--- config.mk ---
export PLATFORM = sky130hd
export DESIGN_NAME = norm_shift_ctrl
export DESIGN_NICKNAME = d
export VERILOG_FILES = /design/src/rtl/fpu_norm_pkg.sv /design/src/rtl/norm_shift_reg.sv /design/src/rtl/norm_shift_ctrl.sv
export SDC_FILE = /design/constraint.sdc
export NUM_CORES = 1
export LEC_CHECK = 0
export ABC_AREA = 1
export CAP_MARGIN = 40
export CORE_ASPECT_RATIO = 0.9
export CORE_UTILIZATION = 45
export CTS_BUF_LIST = sky130_fd_sc_hd__clkbuf_8
export CTS_CLUSTER_SIZE = 20
export DETAILED_ROUTE_END_ITERATION = 16
export HOLD_SLACK_MARGIN = 0.02
export PLACE_DENSITY = 0.75
export REMOVE_ABC_BUFFERS = 1
export SLEW_MARGIN = 10
export SYNTH_ARGS = -nofsm -noshare
export SYNTH_HDL_FRONTEND = slang
export SYNTH_SLANG_ARGS = --single-unit
--- constraint.sdc ---
create_clock -name clk -period 2.55 [get_ports clk]
set_input_delay 0.51 -clock clk [delete_from_list [all_inputs] [get_ports clk]]
set_output_delay 0.51 -clock clk [all_outputs]
set_load 0.02 [all_outputs]
--- src/rtl/fpu_norm_pkg.sv ---
// Shared types and default widths for the significand normalization controller.
package fpu_norm_pkg;

  localparam int NORM_SW = 26;
  localparam int NORM_EW = 8;

  typedef enum logic [1:0] {
    IDLE = 2'd0,
    SCAN = 2'd1,
    DONE = 2'd2
  } norm_state_t;

endpackage

--- src/rtl/norm_shift_reg.sv ---
// Loadable left-shift register with a shift counter that saturates at SW-1.
module Norm_Shift_Reg #(
  parameter int SW = 26,
  parameter int EW = 8
) (
  input  logic          clk,
  input  logic          rst,
  input  logic          load,
  input  logic          shift,
  input  logic [SW-1:0] load_val,
  output logic [SW-1:0] value,
  output logic [EW-1:0] count,
  output logic          sat
);

  assign sat = (count == EW'(SW - 1));

  always_ff @(posedge clk or posedge rst) begin
    if (rst) begin
      value <= '0;
      count <= '0;
    end else if (load) begin
      value <= load_val;
      count <= '0;
    end else if (shift) begin
      value <= value << 1;
      // Counter holds at SW-1 so an all-zero operand can never wrap it.
      if (!sat) count <= count + EW'(1);
    end
  end

endmodule

--- src/rtl/norm_shift_ctrl.sv ---
// Normalization controller: finds the shift that puts the leading one at bit SW-2.
// Optional build macro NORM_ZERO_DETECT_EN short-cuts an all-zero operand to DONE.
module norm_shift_ctrl
  import fpu_norm_pkg::*;
#(
  parameter int SW = NORM_SW,
  parameter int EW = NORM_EW
) (
  input  logic          clk,
  input  logic          rst,
  input  logic          start_i,
  input  logic [SW-1:0] Data_i,
  output logic          busy_o,
  output logic          done_o,
  output logic          load_exp_o,
  output logic [EW-1:0] shift_amount_o,
  output logic          exp_op_mode_o,
  output logic [SW-1:0] norm_mant_o,
  output logic          zero_flag_o,
  output norm_state_t   state_dbg
);

  // Handshake: start_i is accepted only when busy_o is low (IDLE); results are
  // valid while done_o is high for one cycle and then hold until the next accept.

  norm_state_t   state, state_next;
  logic          sr_load, sr_shift, sr_sat;
  logic [SW-1:0] sr_value;
  logic [EW-1:0] sr_count;
  logic          res_en, res_mode;
  logic [EW-1:0] res_shift;
  logic [SW-1:0] res_mant;
`ifdef NORM_ZERO_DETECT_EN
  logic          res_zero, zero_q;
`endif

  Norm_Shift_Reg #(.SW(SW), .EW(EW)) u_shift_reg (
    .clk      (clk),
    .rst      (rst),
    .load     (sr_load),
    .shift    (sr_shift),
    .load_val (Data_i),
    .value    (sr_value),
    .count    (sr_count),
    .sat      (sr_sat)
  );

  always_ff @(posedge clk or posedge rst) begin
    if (rst) state <= IDLE;
    else     state <= state_next;
  end

  always_comb begin
    state_next = state;
    sr_load    = 1'b0;
    sr_shift   = 1'b0;
    res_en     = 1'b0;
    res_shift  = '0;
    res_mode   = 1'b0;
    res_mant   = '0;
`ifdef NORM_ZERO_DETECT_EN
    res_zero   = 1'b0;
`endif
    case (state)
      IDLE: begin
        if (start_i) begin
          sr_load = 1'b1;
          if (Data_i[SW-1]) begin
            // Carry out of the adder: one right shift, exponent increments.
            state_next = DONE;
            res_en     = 1'b1;
            res_shift  = EW'(1);
            res_mode   = 1'b0;
            res_mant   = Data_i >> 1;
          end
`ifdef NORM_ZERO_DETECT_EN
          else if (Data_i == '0) begin
            state_next = DONE;
            res_en     = 1'b1;
            res_mode   = 1'b1;
            res_zero   = 1'b1;
          end
`endif
          else begin
            state_next = SCAN;
          end
        end
      end
      SCAN: begin
        if (sr_value[SW-2] || sr_sat) begin
          state_next = DONE;
          res_en     = 1'b1;
          res_shift  = sr_count;
          res_mode   = 1'b1;
          res_mant   = sr_value;
        end else begin
          sr_shift = 1'b1;
        end
      end
      DONE:    state_next = IDLE;
      default: state_next = IDLE;
    endcase
  end

  always_ff @(posedge clk or posedge rst) begin
    if (rst) begin
      shift_amount_o <= '0;
      exp_op_mode_o  <= 1'b0;
      norm_mant_o    <= '0;
    end else if (res_en) begin
      shift_amount_o <= res_shift;
      exp_op_mode_o  <= res_mode;
      norm_mant_o    <= res_mant;
    end
  end

`ifdef NORM_ZERO_DETECT_EN
  always_ff @(posedge clk or posedge rst) begin
    if (rst)         zero_q <= 1'b0;
    else if (res_en) zero_q <= res_zero;
  end
  assign zero_flag_o = zero_q;
`else
  assign zero_flag_o = 1'b0;
`endif

  assign busy_o     = (state != IDLE);
  assign done_o     = (state == DONE);
  assign load_exp_o = done_o;
  assign state_dbg  = state;

endmodule

# == After elaboration in Yosys (flattened, before gate mapping) ==
# Index checks and enable logic that the tools add are counted.
# W data, S select, Z words.
# totals
word_cells,45
out_inout_bits,41
in_bits,29
regBits,71
# op_classes
n_eq_ne,6
reduce_logical,6
muxes,26
addsub,1
# ops
cell,count
$mux W26,3
$pmux W26 S2,1
$mux W25,2
$mux W8,4
$pmux W8 S2,1
$mux W1,10
$add A8 B1 Y8 const B,1
$eq A8 B5 Y1 const B,1
$mux W2,3
$ne A2 B2 Y1 const B,3
$pmux W2 S2,1
$reduce_and A2 Y1,2
$reduce_bool A2 Y1,2
$eq A2 B1 Y1 const B,1
$eq A2 B2 Y1 const B,1
$logic_not A2 Y1,1
$pmux W1 S2,1
$logic_or A1 B1 Y1,1

# == Logic depth before layout (Yosys ltp) ==
# Gate-level depths: netlist (run 1).
# logic_depth
word_depth,6
mapped_depth,11
mapped_depth_nobuf,10

# == Cells and area by module ==
# From an unflattened synthesis (run 1), not the netlist that was laid out.
# hier_totals
cells_unflattened,447
hier_area_um2,3603.5
# modules_own_cells
mod,area_each_um2,cells_each,seq_area_each_um2,instances
norm_shift_ctrl,1935.6,251,925.9,1
Norm_Shift_Reg,1667.8,196,850.8,1

# == Worst setup path after synthesis (run 1) ==
# OpenSTA, ideal clock, no wires.
# synth_timing
path_type,reg-to-output
start,register state[1] (netlist: state_dbg[1])
end,output load_exp_o
n_path_buf,1
path_stages_with_launch,4
t_arrival_ns,1.071
required_ns,2.040
setup_slack_ns,0.969
cell_sequence,dfrtp_1 -> inv_2 -> nor2_1 -> buf_4
# synth_between
elab_chain_len,1
# synth_lines
element,line,text
"start, declared",norm_shift_ctrl.sv:26,"norm_state_t state, state_next;"
"start signal, assigned",norm_shift_ctrl.sv:50,else state <= state_next;
$eq A2 B2 Y1,norm_shift_ctrl.sv:128,assign done_o = (state == DONE);
"end, declared",norm_shift_ctrl.sv:15,"output logic load_exp_o,"
# No other way between the ends.

# == Final worst setup path (run 1) ==
# layout_timing
start,register state[1] (netlist: state_dbg[1])
end,output done_o
# layout_between
elab_chain_len,1
# layout_lines
element,line,text
$eq A2 B2 Y1,norm_shift_ctrl.sv:128,
"end, declared",norm_shift_ctrl.sv:14,"output logic done_o,"
# No other way between the ends.

==> results.py, run 1 <==
metrics = {
    "cts": {
        "cts_resized": 0,
        "clock_latency_ns": 0.35,
        "clkSinkCount": 71,
        "cts.htree.levels": 3,
        "cts_tree": "yes",
        "cts_hold_buf": 0,
        "cts_setup_buffers": 0,
        "cts_made_buffers": 9,
        "clk_pin_slew_ns": 0.08,
        "cts_root_buf": "clkbuf_8",
        "clock_path_buffers": 2,
    },
    "placed_design": {
        "dpl.hpwl_um": 5580,
        "port-buffer-count": 68,
        "pre_cts_slack_ns": 0.420,
        "placed_area_um2": 4440,
        "gp_congestion": 0.798,
    },
    "synth": {
        "syn_avg_cell_area_um2": 7.46,
        "synth_seq_cells": 71,
        "postSynth.asyncResetShare_pct": 100,
        "synth_flop_cell": "dfrtp_1",
        "synth_edf_count": 0,
        "syn_inst": 504,
        "yosysWarnings": 0,
        "synth_cell_type_count": 23,
        "ys_seq_area_share_pct": 47.2,
        "synth_top_area_share_pct": 47.2,
        "yosys-top-cells-area": "dfrtp_1 47%, nand3_1 17%, nand2_1 15%",
        "synth_top_area_cell": "dfrtp_1",
        "synthesis.area_um2": 3760,
    },
    "layout": {
        "multi_input_area_um2": 1530,
        "drive_gt1_share_pct": 6.57,
        "nNetsFinal": 590,
        "final_common_cell": "nand2_1",
        "layout_common_cells": "155 x nand2_1, 124 x nand3_1, 71 x dfrtp_1",
        "ff_latch_area_um2": 1780,
        "final_area_um2": 4640,
        "fill_cells": 761,
        "area_delta_synth_final_pct": 23.4,
        "antenna-diode-count": 0,
    },
    "global_routing": {
        "track_usage_pct": 21.6,
        "grt_max_degree": 57,
        "grt_antenna_before_repair": 0,
        "grt_pass1_vias": 3071,
        "grt_overflow": 0,
        "grt_pass1_wl_um": 14700,
    },
    "die": {
        "start_util_pct": 46.6,
        "coreArea_um2": 8070,
        "rows": 31,
        "io_pins": 70,
        "die-area_um2": 8730,
        "chipHeight_um": 88.7,
        "die_x_um": 98.4,
    },
    "route": {
        "wl_um": 8760,
        "first_pass_iters": 10,
        "drt_iter0_drc": 250,
        "wl_per_cell_um": 13.2,
        "num_vias": 3306,
        "postRouteAntennaNets": 0,
        "drc_errors": 3,
        "viasPerCell": 4.99,
    },
    "timing": {
        "fin_worst_hold_slack_ns": 0.459,
        "setup_ws_ns": 0.488,
        "min_period_ns": 2.06,
        "period_share_pct": 80.9,
        "setup_viol": 0,
        "skew_ns": 0.00520,
        "rsz0062_at_grt": "false",
        "slew_violations": 0,
        "fmax_mhz": 485,
        "hold_viol_final": 0,
    },
    "power": {
        "p_leak_nw": 2.34,
        "seqPwrFrac_pct": 35.6,
        "peakVddDrop_mv": 0.634,
        "power.internal_w": 0.00312,
        "p_per_area_nw_per_um2": 1180,
        "p_total_w": 0.00546,
        "p_comb_share_pct": 47.7,
        "p_sw_share_pct": 42.8,
        "power.switching_w": 0.00234,
        "p_clk_share_pct": 16.7,
    },
    "setup_path": {
        "arrival_ns": 1.55,
        "reg2reg_depth": 9,
        "cp-start-kind": "flip-flop",
        "critical_path_class": "reg2out",
        "cp-end-kind": "output port",
        "cp.required_ns": 2.04,
        "crit_fanout": 3,
    },
    "status": {
        "violations": "DRC",
        "outcome": "complete, but fails checks",
    },
    "flow_run": {
        "max-cap-violations": 0,
    },
    "min_path": {
        "hold_class": "in2async",
    },
}
## routing by layer
layer / GRT usage (%) / vias to the layer above / share of wire (%)
li1: - / 1682 / -
met1: 28.4 / 1533 / 47
met2: 35.7 / 85 / 47
met3: 4.66 / 6 / 5.1
met4: 7.33 / 0 / 0.78
met5: 0 / - / 0
## cell type report
| type | instances | area share [%] |
|---|---|---|
| Multi-Input combinational cell | 339 | 33.0 |
| Sequential cell | 71 | 38.3 |
| Inverter | 63 | 5.15 |
| Clock buffer | 11 | 3.26 |
| Clock inverter | 4 | 0.971 |
| Timing Repair Buffer | 75 | 16.6 |
| Tap cell | 99 | 2.67 |
## flip-flops by register name, indices dropped and copies added (netlist names)
name	count
exp_op_mode_o	1
shift_amount_o	8
state_dbg	2
u_shift_reg.count	8
norm_mant_o	26
u_shift_reg.value	26
## power groups by stage
stage / registers (W) / clock network, W / logic (W)
floorplan: 0.00218 / 0 / 0.00130
CTS: 0.00194 / 0.000928 / 0.00263
finish: 0.00194 / 0.000914 / 0.00260
global route: 0.00200 / 0.000983 / 0.00289
detailed placement: 0.00196 / 0 / 0.00261
global placement: 0.00195 / 0 / 0.00255
## Yosys cell counts (2+ instances only)
library cell / n
nand2_4: 2
inv_1: 60
nand3_1: 124
buf_4: 9
nand2_1: 155
o21ai_0: 5
o21ai_2: 4
nand2_2: 2
o21ai_1: 4
ha_1: 2
dfrtp_1: 71
buf_6: 7
buf_2: 10
clkbuf_1: 5
nor2_1: 35
inv_2: 2
## worst paths after layout
path / from / end / slack [ns]
max: state_dbg[1]$_DFFE_PP0P_ / done_o / 0.49
min in group clk: exp_op_mode_o$_DFFE_PP0P_ / exp_op_mode_o$_DFFE_PP0P_ / 0.49
min: rst / norm_mant_o[24]$_DFFE_PP0P_ / 0.46
max in group asynchronous: rst / u_shift_reg.value[2]$_DFFE_PP0P_ / 1.48
min reg2reg: exp_op_mode_o$_DFFE_PP0P_ / exp_op_mode_o$_DFFE_PP0P_ / 0.49
max reg2reg: u_shift_reg.count[1]$_DFFE_PP0P_ / norm_mant_o[25]$_DFFE_PP0P_ / 0.54
## critical path, cell delays in order (launching register included)
cell	delay, ns
dfrtp_1	0.40
inv_2	0.07
nor2_1	0.12
clkdlybuf4s50_1	0.62
## metrics by stage
| stage | utilization [%] | TNS [ns] | cells |
|---|---|---|---|
| detailed placement | 55.1 | 0 | 647 |
| CTS | 57.5 | 0 | 662 |
| global route | 57.5 | 0 | 662 |
| global placement | 55.1 | 0 | 647 |
| floorplan | - | -0.967 | 473 |
| finish | 57.5 | 0 | 662 |
## logic make-up (layout without fill, tap and decap cells)
family          count (synthesis)  count (layout)  share of synthesized area, %
other cells                     1               1                        0.0997
flops                          71              71                          47.2
buf+inv                        94             153                          12.1
compound gates                 13              13                          2.13
simple gates                  321             321                          37.3
xor+xnor                        2               2                         0.466
fa+ha+maj                       2               2                         0.665
No activity file was read; power rests on OpenSTA's default activity.
==> inputs of run 2 (changes only) <==
PLACE_DENSITY = 0.78   (was 0.75)
clock period = 1.78 ns   (was 2.55 ns; I/O delays follow)
==> run 2 against run 1 <==
  * The flow now finishes without violations
  * Count of clock-buffer cells in the layout is 1 lower
  * Sequential cell count stayed put
  * Sequential share of layout area decreased by 0.78 points
  * Die area did not move
  * Cell area grew 2.1%
  * Routed wire length grew 4.4%
  * Combinational power is 50% higher
  * Clock power increased by 38%
  * First-iteration DRC count shrank 4.4%
  * Utilization grew 1.2 points
  * Worst hold slack worse by 0.16 ns
  * Global-route usage increased by 1.5 points
==> results.py, run 2 (synthesized netlist as in run 1, its figures left out) <==
metrics = {
    "global_routing": {
        "top_usage_layer": "met2",
        "grt_pass1_wl_um": 15800,
        "use_met2_pct": 40.3,
        "grt_util_met3_pct": 5.61,
        "grt_pass1_vias": 3367,
        "grt_overflow": 0,
        "use_met1_pct": 29.3,
        "grt_max_degree": 44,
        "grt_antenna_before_repair": 0,
        "track_usage_pct": 23.1,
    },
    "timing": {
        "setup_viol": 0,
        "fin_worst_hold_slack_ns": 0.301,
        "fmax_mhz": 588,
        "skew_ns": 0.00561,
        "rsz0062_at_grt": "true",
        "period_share_pct": 95.6,
        "hold_viol_final": 0,
        "slew_violations": 0,
        "min_period_ns": 1.70,
    },
    "setup_path": {
        "path_cells": "clkdlybuf4s50_1",
        "critical_path_class": "reg2out",
        "cp-start-kind": "flip-flop",
        "reg2reg_depth": 9,
        "crit_fanout": 2,
        "cp-end-kind": "output port",
        "cpLargestDelayFamily": "buffers and inverters",
        "arrival_ns": 1.35,
        "cp.required_ns": 1.42,
        "timing.rr.start": "u_shift_reg.count[1]$_DFFE_PP0P_",
        "cpPeakStageDelay_ns": 0.62,
        "critPathSlowestCell": "clkdlybuf4s50_1",
        "reg2reg_to": "shift_amount_o[6]$_DFFE_PP0P_",
        "critPathBufInv": 1,
        "cp-startpoint": "norm_mant_o[5]$_DFFE_PP0P_",
        "worst-path-stages": 1,
        "r2r_slack_ns": 0.13,
    },
    "route": {
        "postRouteAntennaNets": 0,
        "num_vias": 3486,
        "viasPerCell": 5.18,
        "first_pass_iters": 7,
        "wl_um": 9150,
        "wl_per_cell_um": 13.6,
        "drt_iter0_drc": 239,
        "drc_errors": 0,
    },
    "power": {
        "seqPwrFrac_pct": 35.0,
        "p_sw_share_pct": 43.1,
        "p_per_area_nw_per_um2": 1670,
        "p_clk_share_pct": 16.0,
        "p_comb_share_pct": 49.1,
        "peakVddDrop_mv": 0.789,
        "p_leak_nw": 2.41,
        "power.switching_w": 0.00342,
        "power.internal_w": 0.00451,
    },
    "layout": {
        "antenna-diode-count": 0,
        "fill_cells": 748,
        "layout_common_cells": "155 x nand2_1, 124 x nand3_1, 71 x dfrtp_1",
        "area_delta_synth_final_pct": 25.9,
        "final_common_cell": "nand2_1",
        "drive_gt1_share_pct": 8.01,
        "fin_cells": 673,
        "reg.largest.list": "norm_mant_o (26), u_shift_reg.value (26)",
        "nNetsFinal": 600,
    },
    "cts": {
        "cts_hold_buf": 0,
        "cts_root_buf": "clkbuf_8",
        "cts_tree": "yes",
        "cts.htree.levels": 3,
        "clock_latency_ns": 0.35,
        "clock_path_buffers": 2,
        "clkSinkCount": 71,
        "cts_made_buffers": 9,
        "clk_pin_slew_ns": 0.08,
    },
    "die": {
        "rows": 31,
        "coreArea_um2": 8070,
        "die_x_um": 98.4,
        "start_util_pct": 46.6,
        "io_pins": 70,
        "chipHeight_um": 88.7,
        "die-area_um2": 8730,
    },
    "placed_design": {
        "dp.cells": 657,
        "dpl.hpwl_um": 6060,
        "gp_congestion": 0.822,
        "port-buffer-count": 68,
    },
    "flow_run": {
        "max-cap-violations": 0,
    },
    "min_path": {
        "hold_class": "in2async",
    },
    "status": {
        "outcome": "completed",
    },
}
==> run 2: through the flow <==
step                TNS (ns)  util (%)  worst slack [ns]  area, um^2  power, W
floorplan             -77.20         -            -0.817        3550   0.00498
global placement           0      56.2            0.0661        4530   0.00653
detailed placement         0      56.2            0.0234        4530   0.00666
CTS                        0      58.5            0.0151        4720   0.00794
global route        -0.00424      58.7          -0.00424        4740   0.00854
finish                     0      58.7            0.0783        4740   0.00793
==> run 2: metal layers <==
layer | share of wire [%] | routed length [um]
met5 | 0 | 0
met1 | 44 | 4070
met2 | 48 | 4420
met4 | 0.68 | 62
met3 | 6.6 | 602
==> run 2: timing repair <==
item                       4_1_cts  5_1_grt
setup endpoints to repair        3       37
pin swaps                        0        1
buffers inserted                 0        0
cloned                           0        0
resized for setup                3        4
==> run 2: final cells by class <==
type                       count  area (um^2)  share of cell area, %
clock buffer                  10          138                   2.91
multi-input combinational    339         1550                   32.7
timing repair buffer          85          857                   18.1
clock inverter                 6         52.6                   1.11
tap                           99          124                   2.62
inverter                      63          241                   5.10
sequential                    71         1780                   37.5
==> run 2: power groups by stage <==
stage	clock [W]	combinational, W	sequential, W
after floorplan	0	0.00186	0.00312
after global placement	0	0.00377	0.00277
after detailed placement	0	0.00387	0.00279
after CTS	0.00130	0.00388	0.00276
after global routing	0.00137	0.00432	0.00285
final	0.00126	0.00389	0.00277
==> run 2: worst max-delay path by stage <==
stage | end | slack, ns
2_1_floorplan | u_shift_reg.count[2]$_DFFE_PP0P_ | -0.82
3_3_place_gp | norm_mant_o[0]$_DFFE_PP0P_ | 0.07
3_5_place_dp | shift_amount_o[7]$_DFFE_PP0P_ | 0.02
4_1_cts | shift_amount_o[7]$_DFFE_PP0P_ | 0.02
5_1_grt | shift_amount_o[0]$_DFFE_PP0P_ | -0.004
6_report | norm_mant_o[5] | 0.08
